**src/rtl/int_div_pkg.sv**
```systemverilog
// Shared types and constants for the iterative restoring divider.
// The defaults here describe the standard 64/32 build with one quotient bit per clock.
package int_div_pkg;

    typedef enum logic [1:0] {
        IDLE = 2'd0,
        RUN  = 2'd1,
        DONE = 2'd2
    } state_e;

    localparam int DIVIDEND_W_DEF     = 64;
    localparam int DIVISOR_W_DEF      = 32;
    localparam int BITS_PER_CYCLE_DEF = 1;

    localparam int N     = DIVIDEND_W_DEF / BITS_PER_CYCLE_DEF;
    localparam int CNT_W = $clog2(N);

    localparam logic [DIVIDEND_W_DEF-1:0] DBZ_QUOTIENT = '1;

    // A counter must be at least one bit wide, even when only one step is needed.
    function automatic int cnt_width(input int n);
        return (n > 1) ? $clog2(n) : 1;
    endfunction

endpackage

```
**src/rtl/int_div_step.sv**
```systemverilog
// One restoring-division step: shift in the next dividend bit, then subtract
// the divisor if the widened partial remainder is large enough.
module div_step #(
    parameter int DIVISOR_W = 32
) (
    input  logic [DIVISOR_W-1:0] r_i,
    input  logic                 q_msb_i,
    input  logic [DIVISOR_W-1:0] divisor_i,
    output logic [DIVISOR_W-1:0] r_next_o,
    output logic                 q_bit_o
);

    logic [DIVISOR_W:0]   r_ext;
    logic [DIVISOR_W-1:0] r_sub;
    logic                 sub_unused;

    // r_i < divisor, so r_ext < 2*divisor and the difference always fits in DIVISOR_W bits.
    assign r_ext               = {r_i, q_msb_i};
    assign {sub_unused, r_sub} = r_ext - {1'b0, divisor_i};
    assign q_bit_o             = (r_ext >= {1'b0, divisor_i});
    assign r_next_o            = q_bit_o ? r_sub : r_ext[DIVISOR_W-1:0];

endmodule

```
**src/rtl/int_div.sv**
```systemverilog
// Iterative unsigned divider with a start/done handshake; retires BITS_PER_CYCLE quotient bits per clock.
// Dividend and quotient share one shift register; results are copied to output registers on completion.
module int_div
    import int_div_pkg::*;
#(
    parameter int DIVIDEND_W     = DIVIDEND_W_DEF,
    parameter int DIVISOR_W      = DIVISOR_W_DEF,
    parameter int BITS_PER_CYCLE = BITS_PER_CYCLE_DEF
) (
    input  logic                  clock_i,
    input  logic                  reset_i,
    input  logic                  start_i,
    input  logic [DIVIDEND_W-1:0] dividend_i,
    input  logic [DIVISOR_W-1:0]  divisor_i,
    output logic [DIVIDEND_W-1:0] quotient_o,
    output logic [DIVISOR_W-1:0]  remainder_o,
    output logic                  done_o,
    output logic                  busy_o,
    output logic                  div_by_zero_o
);

    localparam int STEPS  = DIVIDEND_W / BITS_PER_CYCLE;
    localparam int STEP_W = cnt_width(STEPS);

    state_e                 state_q, state_d;
    logic [STEP_W-1:0]      cnt_q, cnt_d;
    logic [DIVIDEND_W-1:0]  shift_q, shift_d;
    logic [DIVISOR_W-1:0]   part_q, part_d;
    logic [DIVISOR_W-1:0]   dvsr_q, dvsr_d;
    logic [DIVIDEND_W-1:0]  quot_q, quot_d;
    logic [DIVISOR_W-1:0]   rem_q, rem_d;
    logic                   dbz_q, dbz_d;
    logic                   dvsr_zero;

    logic [DIVISOR_W-1:0]   r_chain [BITS_PER_CYCLE+1];
    logic [DIVIDEND_W-1:0]  q_chain [BITS_PER_CYCLE+1];

    assign r_chain[0] = part_q;
    assign q_chain[0] = shift_q;

    for (genvar i = 0; i < BITS_PER_CYCLE; i++) begin : g_step
        logic q_bit;

        div_step #(
            .DIVISOR_W (DIVISOR_W)
        ) u_step (
            .r_i       (r_chain[i]),
            .q_msb_i   (q_chain[i][DIVIDEND_W-1]),
            .divisor_i (dvsr_q),
            .r_next_o  (r_chain[i+1]),
            .q_bit_o   (q_bit)
        );

        assign q_chain[i+1] = {q_chain[i][DIVIDEND_W-2:0], q_bit};
    end

    assign dvsr_zero = (dvsr_q == '0);

    // A zero divisor passes through RUN for a single cycle so its result lands one edge
    // after acceptance, without ever raising busy.
    always_comb begin
        state_d = state_q;
        cnt_d   = cnt_q;
        shift_d = shift_q;
        part_d  = part_q;
        dvsr_d  = dvsr_q;
        quot_d  = quot_q;
        rem_d   = rem_q;
        dbz_d   = dbz_q;

        unique case (state_q)
            IDLE, DONE: begin
                if (start_i) begin
                    state_d = RUN;
                    shift_d = dividend_i;
                    part_d  = '0;
                    dvsr_d  = divisor_i;
                    dbz_d   = 1'b0;
                    cnt_d   = (divisor_i == '0) ? '0 : STEP_W'(STEPS - 1);
                end
            end
            RUN: begin
                if (dvsr_zero) begin
                    state_d = DONE;
                    quot_d  = DIVIDEND_W'(DBZ_QUOTIENT);
                    rem_d   = shift_q[DIVISOR_W-1:0];
                    dbz_d   = 1'b1;
                end else begin
                    shift_d = q_chain[BITS_PER_CYCLE];
                    part_d  = r_chain[BITS_PER_CYCLE];
                    if (cnt_q == '0) begin
                        state_d = DONE;
                        quot_d  = q_chain[BITS_PER_CYCLE];
                        rem_d   = r_chain[BITS_PER_CYCLE];
                    end else begin
                        cnt_d = cnt_q - 1'b1;
                    end
                end
            end
            default: state_d = IDLE;
        endcase
    end

    always_ff @(posedge clock_i or posedge reset_i) begin
        if (reset_i) begin
            state_q <= IDLE;
            cnt_q   <= '0;
            shift_q <= '0;
            part_q  <= '0;
            dvsr_q  <= '0;
            quot_q  <= '0;
            rem_q   <= '0;
            dbz_q   <= 1'b0;
        end else begin
            state_q <= state_d;
            cnt_q   <= cnt_d;
            shift_q <= shift_d;
            part_q  <= part_d;
            dvsr_q  <= dvsr_d;
            quot_q  <= quot_d;
            rem_q   <= rem_d;
            dbz_q   <= dbz_d;
        end
    end

    assign quotient_o    = quot_q;
    assign remainder_o   = rem_q;
    assign done_o        = (state_q == DONE);
    assign busy_o        = (state_q == RUN) && !dvsr_zero;
    assign div_by_zero_o = dbz_q;

endmodule

```
**config.mk**
```make
export PLATFORM = sky130hd
export DESIGN_NAME = int_div
export DESIGN_NICKNAME = d
export VERILOG_FILES = /design/src/rtl/int_div_pkg.sv /design/src/rtl/int_div_step.sv /design/src/rtl/int_div.sv
export SDC_FILE = /design/constraint.sdc
export NUM_CORES = 1
export LEC_CHECK = 0
export CAP_MARGIN = 20
export CORE_ASPECT_RATIO = 0.75
export CORE_MARGIN = 2
export CORE_UTILIZATION = 65
export CTS_BUF_LIST = sky130_fd_sc_hd__clkbuf_2
export DETAILED_ROUTE_END_ITERATION = 8
export DONT_BUFFER_PORTS = 1
export GPL_ROUTABILITY_DRIVEN = 0
export PLACE_DENSITY = 0.83
export SLEW_MARGIN = 20
export SYNTH_ARGS = -nofsm -noshare
export SYNTH_HDL_FRONTEND = slang
export SYNTH_SLANG_ARGS = --single-unit
```
**constraint.sdc**
```tcl
create_clock -name clock_i -period 17.05 [get_ports clock_i]
set_input_delay 2.5575 -clock clock_i [delete_from_list [all_inputs] [get_ports clock_i]]
set_output_delay 2.5575 -clock clock_i [all_outputs]
set_load 0.005 [all_outputs]
```
==> results.json, run 1 <==
{
  "max_slew.worst_pin.slew_ns": 1.027,
  "hold_path_class": "flip-flop to flip-flop",
  "post_cts.resized_instances": 0,
  "drive_above_1_share_pct": 11.11,
  "area_delta_synth_final_pct": 4.379,
  "grt_setup_unrepaired": "false",
  "drt_pass1_iterations": 6,
  "irDropWorstVdd_mv": 0.1551,
  "tritoncts": "yes",
  "synth_top_cells_by_count": "sky130_fd_sc_hd__nand2_1 (247), sky130_fd_sc_hd__dfrtp_1 (233), sky130_fd_sc_hd__o21ai_0 (206), sky130_fd_sc_hd__clkbuf_1 (72), sky130_fd_sc_hd__a21oi_1 (71)",
  "multiInputGateArea_mm2": 0.006046,
  "final_design_utilization_pct": 69.57,
  "detailedRoute.firstIterationViolations": 1033,
  "outcome": "complete, no violations",
  "cts_setup_buffers": 0,
  "timing.final.max_slew_violations": 0,
  "total_power_mw": 3.079,
  "routed_wire_length_per_instance_um": 20.23,
  "tns_ns": 0,
  "worst_setup_hold_path_clk_slew_ns": 0.10,
  "max_cap_viol_count": 0,
  "design.core.area_mm2": 0.01856,
  "grt_remaining_overflow": 0,
  "synth.net_count": 1495,
  "io_buffer_count": 0,
  "synth.largest_area_cell": "sky130_fd_sc_hd__dfrtp_1",
  "groute.usage.overall_pct": 32.39,
  "edff_count_synth": 0,
  "warning_count_from_the_yosys_run": 0,
  "clock.fmax_mhz": 167.2,
  "rows": 43,
  "io_pins": 198,
  "grt_start_max_net_pins": 111,
  "syn-instance-count": 1361,
  "grt_antenna_before_repair": 0,
  "longest_individual_stage_delay_on_the_worst_path_ns": 0.62,
  "post_synth_cell_types": 63,
  "quantity_of_hold_fixing_buffers_added_after_cts": 0,
  "clk-insertion-delay-late_ns": 0.86,
  "final_cycle_share_pct": 35.09,
  "cp_data_arrival_time_ns": 3.42,
  "synthesized_area_mm2": 0.01237,
  "critPathLaunchType": "flip-flop",
  "drc": 0,
  "num_antenna_cells": 0,
  "grt_pass1_vias": 9716,
  "ys_seq_area_share_pct": 47.13,
  "fin_skew_ns": 0.09668,
  "slew_headroom_pct": 31.26,
  "fill_cells": 1512,
  "root_buffer": "sky130_fd_sc_hd__clkbuf_2",
  "clock_sink_count": 233,
  "syn_area_per_cell_um2": 9.090,
  "sequence_of_cells_on_the_critical_path": "nor4_1 > nand4_1 > or2_2 > nand2_1 > buf_4 > inv_1",
  "synth_async_sr_flop_share_pct": 100.0,
  "final.min_clock_period_ns": 5.982,
  "place_worst_setup_slack_ns": 11.94,
  "wl_um": 32850,
  "ys_ff_latch": 233,
  "cp_max_fo": 54,
  "cellPowerDensity_mw_per_mm2": 238.4,
  "post_drt_via_cell_ratio": 6.382,
  "setup-violations-final": 0,
  "post-synth-top-area-fraction_pct": 47.13,
  "h-tree-depth": 2,
  "dieHeight_um": 123.5,
  "detailed_place_hpwl_um": 23060,
  "die-width_um": 163.3,
  "postLayoutSetupSlackWorst_ns": 11.07,
  "worst_setup_path_end_kind": "primary output",
  "grt_first_pass_wirelength_um": 51490,
  "dominantRegCellSynth": "sky130_fd_sc_hd__dfrtp_1",
  "critPathRequiredTime_ns": 14.49,
  "design.final.nets": 1479,
  "die-area_mm2": 0.02016,
  "drt_antenna_net_count": 0,
  "critical_path.slowest_cell": "sky130_fd_sc_hd__or2_2",
  "final_hold_viol_count": 0,
  "cts_inserted_buffers": 54,
  "synth.most_common_cell": "sky130_fd_sc_hd__nand2_1",
  "start_util_pct": 66.65,
  "route.vias.total": 10360,
  "seq_area_mm2": 0.005831,
  "netlist_top_cells_area": "sky130_fd_sc_hd__dfrtp_1 (47%), sky130_fd_sc_hd__o21ai_0 (8.3%), sky130_fd_sc_hd__nand2_1 (7.5%), sky130_fd_sc_hd__mux2i_1 (5.3%), sky130_fd_sc_hd__ha_1 (3.4%)",
  "clock_path_buffers": 3,
  "leakage_nw": 6.354,
  "timing_worst_setup_path_type": "flip-flop to primary output"
}
## metrics by stage
stage	hold slack, ns	std cells	cell area, µm²
after floorplan	0.4498	1361	12370
after global placement	0.4712	1536	12480
after detailed placement	0.4831	1536	12480
after CTS	0.4899	1624	12910
after global routing	0.5290	1624	12910
final	0.5022	1624	12910
## layout make-up
class	count	area share [%]
clock buffer	76	2.945
inverter	52	1.570
multi-input combinational	992	46.82
clock inverter	12	0.4263
tap	247	2.393
sequential	233	45.15
timing repair buffer	12	0.6976
## worst max-delay path: cells and delay by family (launching register included)
family | cells | cell delay, ns
simple gates | 4 | 1.48
buf+inv | 2 | 0.76
flops | 1 | 0.41
## sequential cells by signal, indices dropped and copies added (netlist names)
| signal | cells |
|---|---|
| cnt_q | 6 |
| div_by_zero_o | 1 |
| dvsr_q | 32 |
| part_q | 32 |
| quotient_o | 64 |
| remainder_o | 32 |
| shift_q | 64 |
| state_q | 2 |
## kinds of logic after synthesis
logic type / count (synthesis) / share of synthesized area [%]
AND/OR/NAND/NOR: 435 / 16.02
XOR/XNOR: 15 / 1.062
multiplexers: 100 / 8.445
flip-flops: 233 / 47.13
buffers and inverters: 136 / 4.318
adder cells (fa/ha/maj): 35 / 3.600
AO/OA/AOI/OAI: 407 / 19.43
## path summary, 6_finish.rpt
kind | slack, ns | startpoint | end | depth (start not counted)
min in group asynchronous | 1.70 | reset_i | part_q[31] | 1
setup reg to reg | 12.93 | dvsr_q[2] | part_q[28] | 11
setup / recovery | 11.07 | dvsr_q[8] | busy_o | 6
hold / removal | 0.50 | quotient_o[13] | quotient_o[13] | 2
max in group asynchronous | 13.24 | reset_i | dvsr_q[16] | 3
hold reg to reg | 0.50 | quotient_o[13] | quotient_o[13] | 2
## report_power, final
group	leakage, nW	switching [mW]	internal (mW)
registers	2.93	0.239	0.815
clock network	0.340	0.218	0.119
logic	3.09	1.02	0.667
## cells in the final DEF (no fill, tap or decap), types with 5 or more instances in the layout
master,n
sky130_fd_sc_hd__xnor2_1,11
sky130_fd_sc_hd__ha_1,34
sky130_fd_sc_hd__a21oi_1,71
sky130_fd_sc_hd__o31ai_1,15
sky130_fd_sc_hd__o21ai_1,6
sky130_fd_sc_hd__a22oi_1,5
sky130_fd_sc_hd__nand2_1,247
sky130_fd_sc_hd__or3_1,16
sky130_fd_sc_hd__o21ai_0,206
sky130_fd_sc_hd__and3_1,18
sky130_fd_sc_hd__o21a_1,5
sky130_fd_sc_hd__clkinv_1,10
sky130_fd_sc_hd__dfrtp_1,233
sky130_fd_sc_hd__a31oi_1,19
sky130_fd_sc_hd__nand4_1,12
sky130_fd_sc_hd__clkbuf_2,76
sky130_fd_sc_hd__mux2_2,35
sky130_fd_sc_hd__nand2b_1,10
sky130_fd_sc_hd__mux2i_1,65
sky130_fd_sc_hd__and2_1,5
sky130_fd_sc_hd__buf_4,12
sky130_fd_sc_hd__nor4_1,21
sky130_fd_sc_hd__a211oi_1,16
sky130_fd_sc_hd__nand3_1,38
sky130_fd_sc_hd__a31o_2,6
sky130_fd_sc_hd__a21o_1,18
sky130_fd_sc_hd__o21bai_1,8
sky130_fd_sc_hd__inv_1,51
sky130_fd_sc_hd__nor3_1,9
sky130_fd_sc_hd__nor2_1,37
## routing by layer
| layer | share of wire (%) | vias up | wire (µm) | track usage (%) |
|---|---|---|---|---|
| li1 | - | 4817 | - | - |
| met1 | 43 | 4964 | 14210 | 46.86 |
| met2 | 43 | 498 | 14080 | 46.47 |
| met3 | 11 | 85 | 3481 | 8.957 |
| met4 | 3.3 | 0 | 1074 | 12.61 |
| met5 | 0 | - | 0 | 0 |
No activity file was read; power rests on OpenSTA's default activity.
==> run 2: changes to the inputs <==
- clock period: 17.05 -> 6.1 ns (I/O delays scaled with it)
==> run 2 against run 1 <==
Net effect: setup slack got worse by 9.5 ns; cell count grew 0.49%; combinational power increased to 2.8 times the previous value; register-to-register slack got worse by 11 ns; non-clock buffer count increased by 1; sequential power rose to 2.8 times the previous value; die area stayed put; clock power grew to 2.9 times the previous value; global-route usage rose by 0.48 points; sequential share of layout area fell by 0.30 points; flip-flop and latch count unchanged; total power grew to 2.8 times the previous value; critical path type unchanged.
==> results.json, run 2 (same netlist as run 1, synthesis figures left out) <==
{
  "outcome": "complete, no violations",
  "post_drt_via_cell_ratio": 6.377,
  "max_cap_viol_count": 0,
  "die-area_mm2": 0.02016,
  "layout_commonest_cell": "sky130_fd_sc_hd__nand2_1",
  "grt_setup_unrepaired": "false",
  "worst_setup_hold_path_clk_slew_ns": 0.11,
  "drc": 0,
  "setup-violations-final": 0,
  "clkPwrFrac_pct": 11.3,
  "total_power_mw": 8.679,
  "clock_sink_count": 233,
  "io_buffer_count": 0,
  "irDropWorstVdd_mv": 0.3058,
  "hold_path_class": "input pin to async pin",
  "tns_ns": 0,
  "design.core.area_mm2": 0.01856,
  "clock_path_buffers": 3,
  "final_design_utilization_pct": 70.04,
  "cp_data_arrival_time_ns": 3.65,
  "p_seq_share_pct": 34.0,
  "h-tree-depth": 2,
  "design.final.nets": 1479,
  "cts_setup_buffers": 0,
  "detailedRoute.firstIterationViolations": 1213,
  "tritoncts": "yes",
  "critPathRequiredTime_ns": 5.18,
  "groute.usage.overall_pct": 32.87,
  "rows": 43,
  "combinational_power_share_pct": 54.7,
  "cp_max_fo": 53,
  "final_hold_viol_count": 0,
  "worst_setup_path_end_kind": "primary output",
  "wl_um": 33700,
  "grt_antenna_before_repair": 0,
  "post_cts.resized_instances": 0,
  "cellPowerDensity_mw_per_mm2": 667.6,
  "internal_power_mw": 4.495,
  "dpl_cell_area_mm2": 0.01248,
  "cts_inserted_buffers": 53,
  "start_util_pct": 66.65,
  "design_area_mm2": 0.01300,
  "multiInputGateArea_mm2": 0.006046,
  "dieHeight_um": 123.5,
  "grt_remaining_overflow": 0,
  "num_antenna_cells": 0,
  "grt_start_max_net_pins": 192,
  "timing_worst_setup_path_type": "flip-flop to primary output",
  "drive_above_1_share_pct": 11.55,
  "max_slew.worst_pin.slew_ns": 0.9640,
  "die-width_um": 163.3,
  "detailed_place_hpwl_um": 23140,
  "leakage_nw": 6.390,
  "fin_skew_ns": 0.05867,
  "final_cycle_share_pct": 74.78,
  "clk-insertion-delay-late_ns": 0.84,
  "drt_pass1_iterations": 5,
  "hold-worst-slack_ns": 0.1389,
  "net-switching-power_mw": 4.184,
  "longest_individual_stage_delay_on_the_worst_path_ns": 0.62,
  "fill_cells": 1438,
  "io_pins": 198,
  "sequence_of_cells_on_the_critical_path": "nor4_1 > nand4_1 > or2_2 > nand2_1 > buf_4 > inv_1",
  "critical_path.slowest_cell": "sky130_fd_sc_hd__or2_2",
  "ff2ff_setup_slack_ns": 2.31,
  "clock.fmax_mhz": 219.2,
  "quantity_of_hold_fixing_buffers_added_after_cts": 0,
  "slew_headroom_pct": 35.60,
  "critPathLaunchType": "flip-flop",
  "seq_area_mm2": 0.005831,
  "routed_wire_length_per_instance_um": 20.65,
  "layout_common_cells": "sky130_fd_sc_hd__nand2_1 (247), sky130_fd_sc_hd__dfrtp_1 (233), sky130_fd_sc_hd__o21ai_0 (206), sky130_fd_sc_hd__clkbuf_2 (80), sky130_fd_sc_hd__a21oi_1 (71)",
  "netSwitchingFraction_pct": 48.21,
  "timing.final.max_slew_violations": 0,
  "area_delta_synth_final_pct": 5.087,
  "grt_first_pass_wirelength_um": 52070,
  "drt_antenna_net_count": 0,
  "grt_pass1_vias": 9838,
  "final.min_clock_period_ns": 4.562,
  "route.vias.total": 10410,
  "root_buffer": "sky130_fd_sc_hd__clkbuf_2"
}
[run 2: worst max-delay path, delay by kind of cell (launching register included)]
| kind | cells | cell delay, ns |
|---|---|---|
| DFF | 1 | 0.43 |
| buffers and inverters | 2 | 0.83 |
| and+or+nand+nor | 4 | 1.56 |
[run 2: power by group through the flow]
| stage | logic, mW | registers, mW | clock network [mW] |
|---|---|---|---|
| after global placement | 4.48 | 2.93 | 0 |
| after detailed placement | 4.61 | 2.96 | 0 |
| after global routing | 5.22 | 3.03 | 1.08 |
| after CTS | 4.63 | 2.93 | 0.988 |
| final | 4.75 | 2.95 | 0.977 |
| after floorplan | 3.63 | 2.71 | 0 |
[run 2: path summary, 6_finish.rpt]
kind | depth (start not counted) | start | endpoint
setup / recovery | 6 | dvsr_q[18] | busy_o
hold / removal | 1 | reset_i | quotient_o[11]
setup reg to reg | 10 | dvsr_q[13] | part_q[22]
hold reg to reg | 2 | shift_q[63] | shift_q[63]
max in group asynchronous | 3 | reset_i | dvsr_q[28]
min in group clock_i | 1 | start_i | state_q[1]
[run 2: metal layers]
metal  up-vias  GRT usage (%)  wire (µm)
li1       4828              -          -
met1      5022          46.34      14580
met2       490          47.20      14500
met3        67          11.61       3679
met4         0          11.45        941
met5         -              0          0
[run 2: area by class of cell]
cell class / count / area share (%)
clock buffer: 80 / 3.080
sequential: 233 / 44.85
inverter: 52 / 1.530
multi-input combinational: 992 / 46.50
clock inverter: 15 / 0.5101
tap: 247 / 2.377
timing repair buffer: 13 / 1.155
[run 2: through the flow]
stage	instances	worst slack [ns]
after detailed placement	1535	2.440
after CTS	1630	1.558
final	1632	1.538
after global routing	1632	1.239
after floorplan	1361	2.135
after global placement	1535	2.532
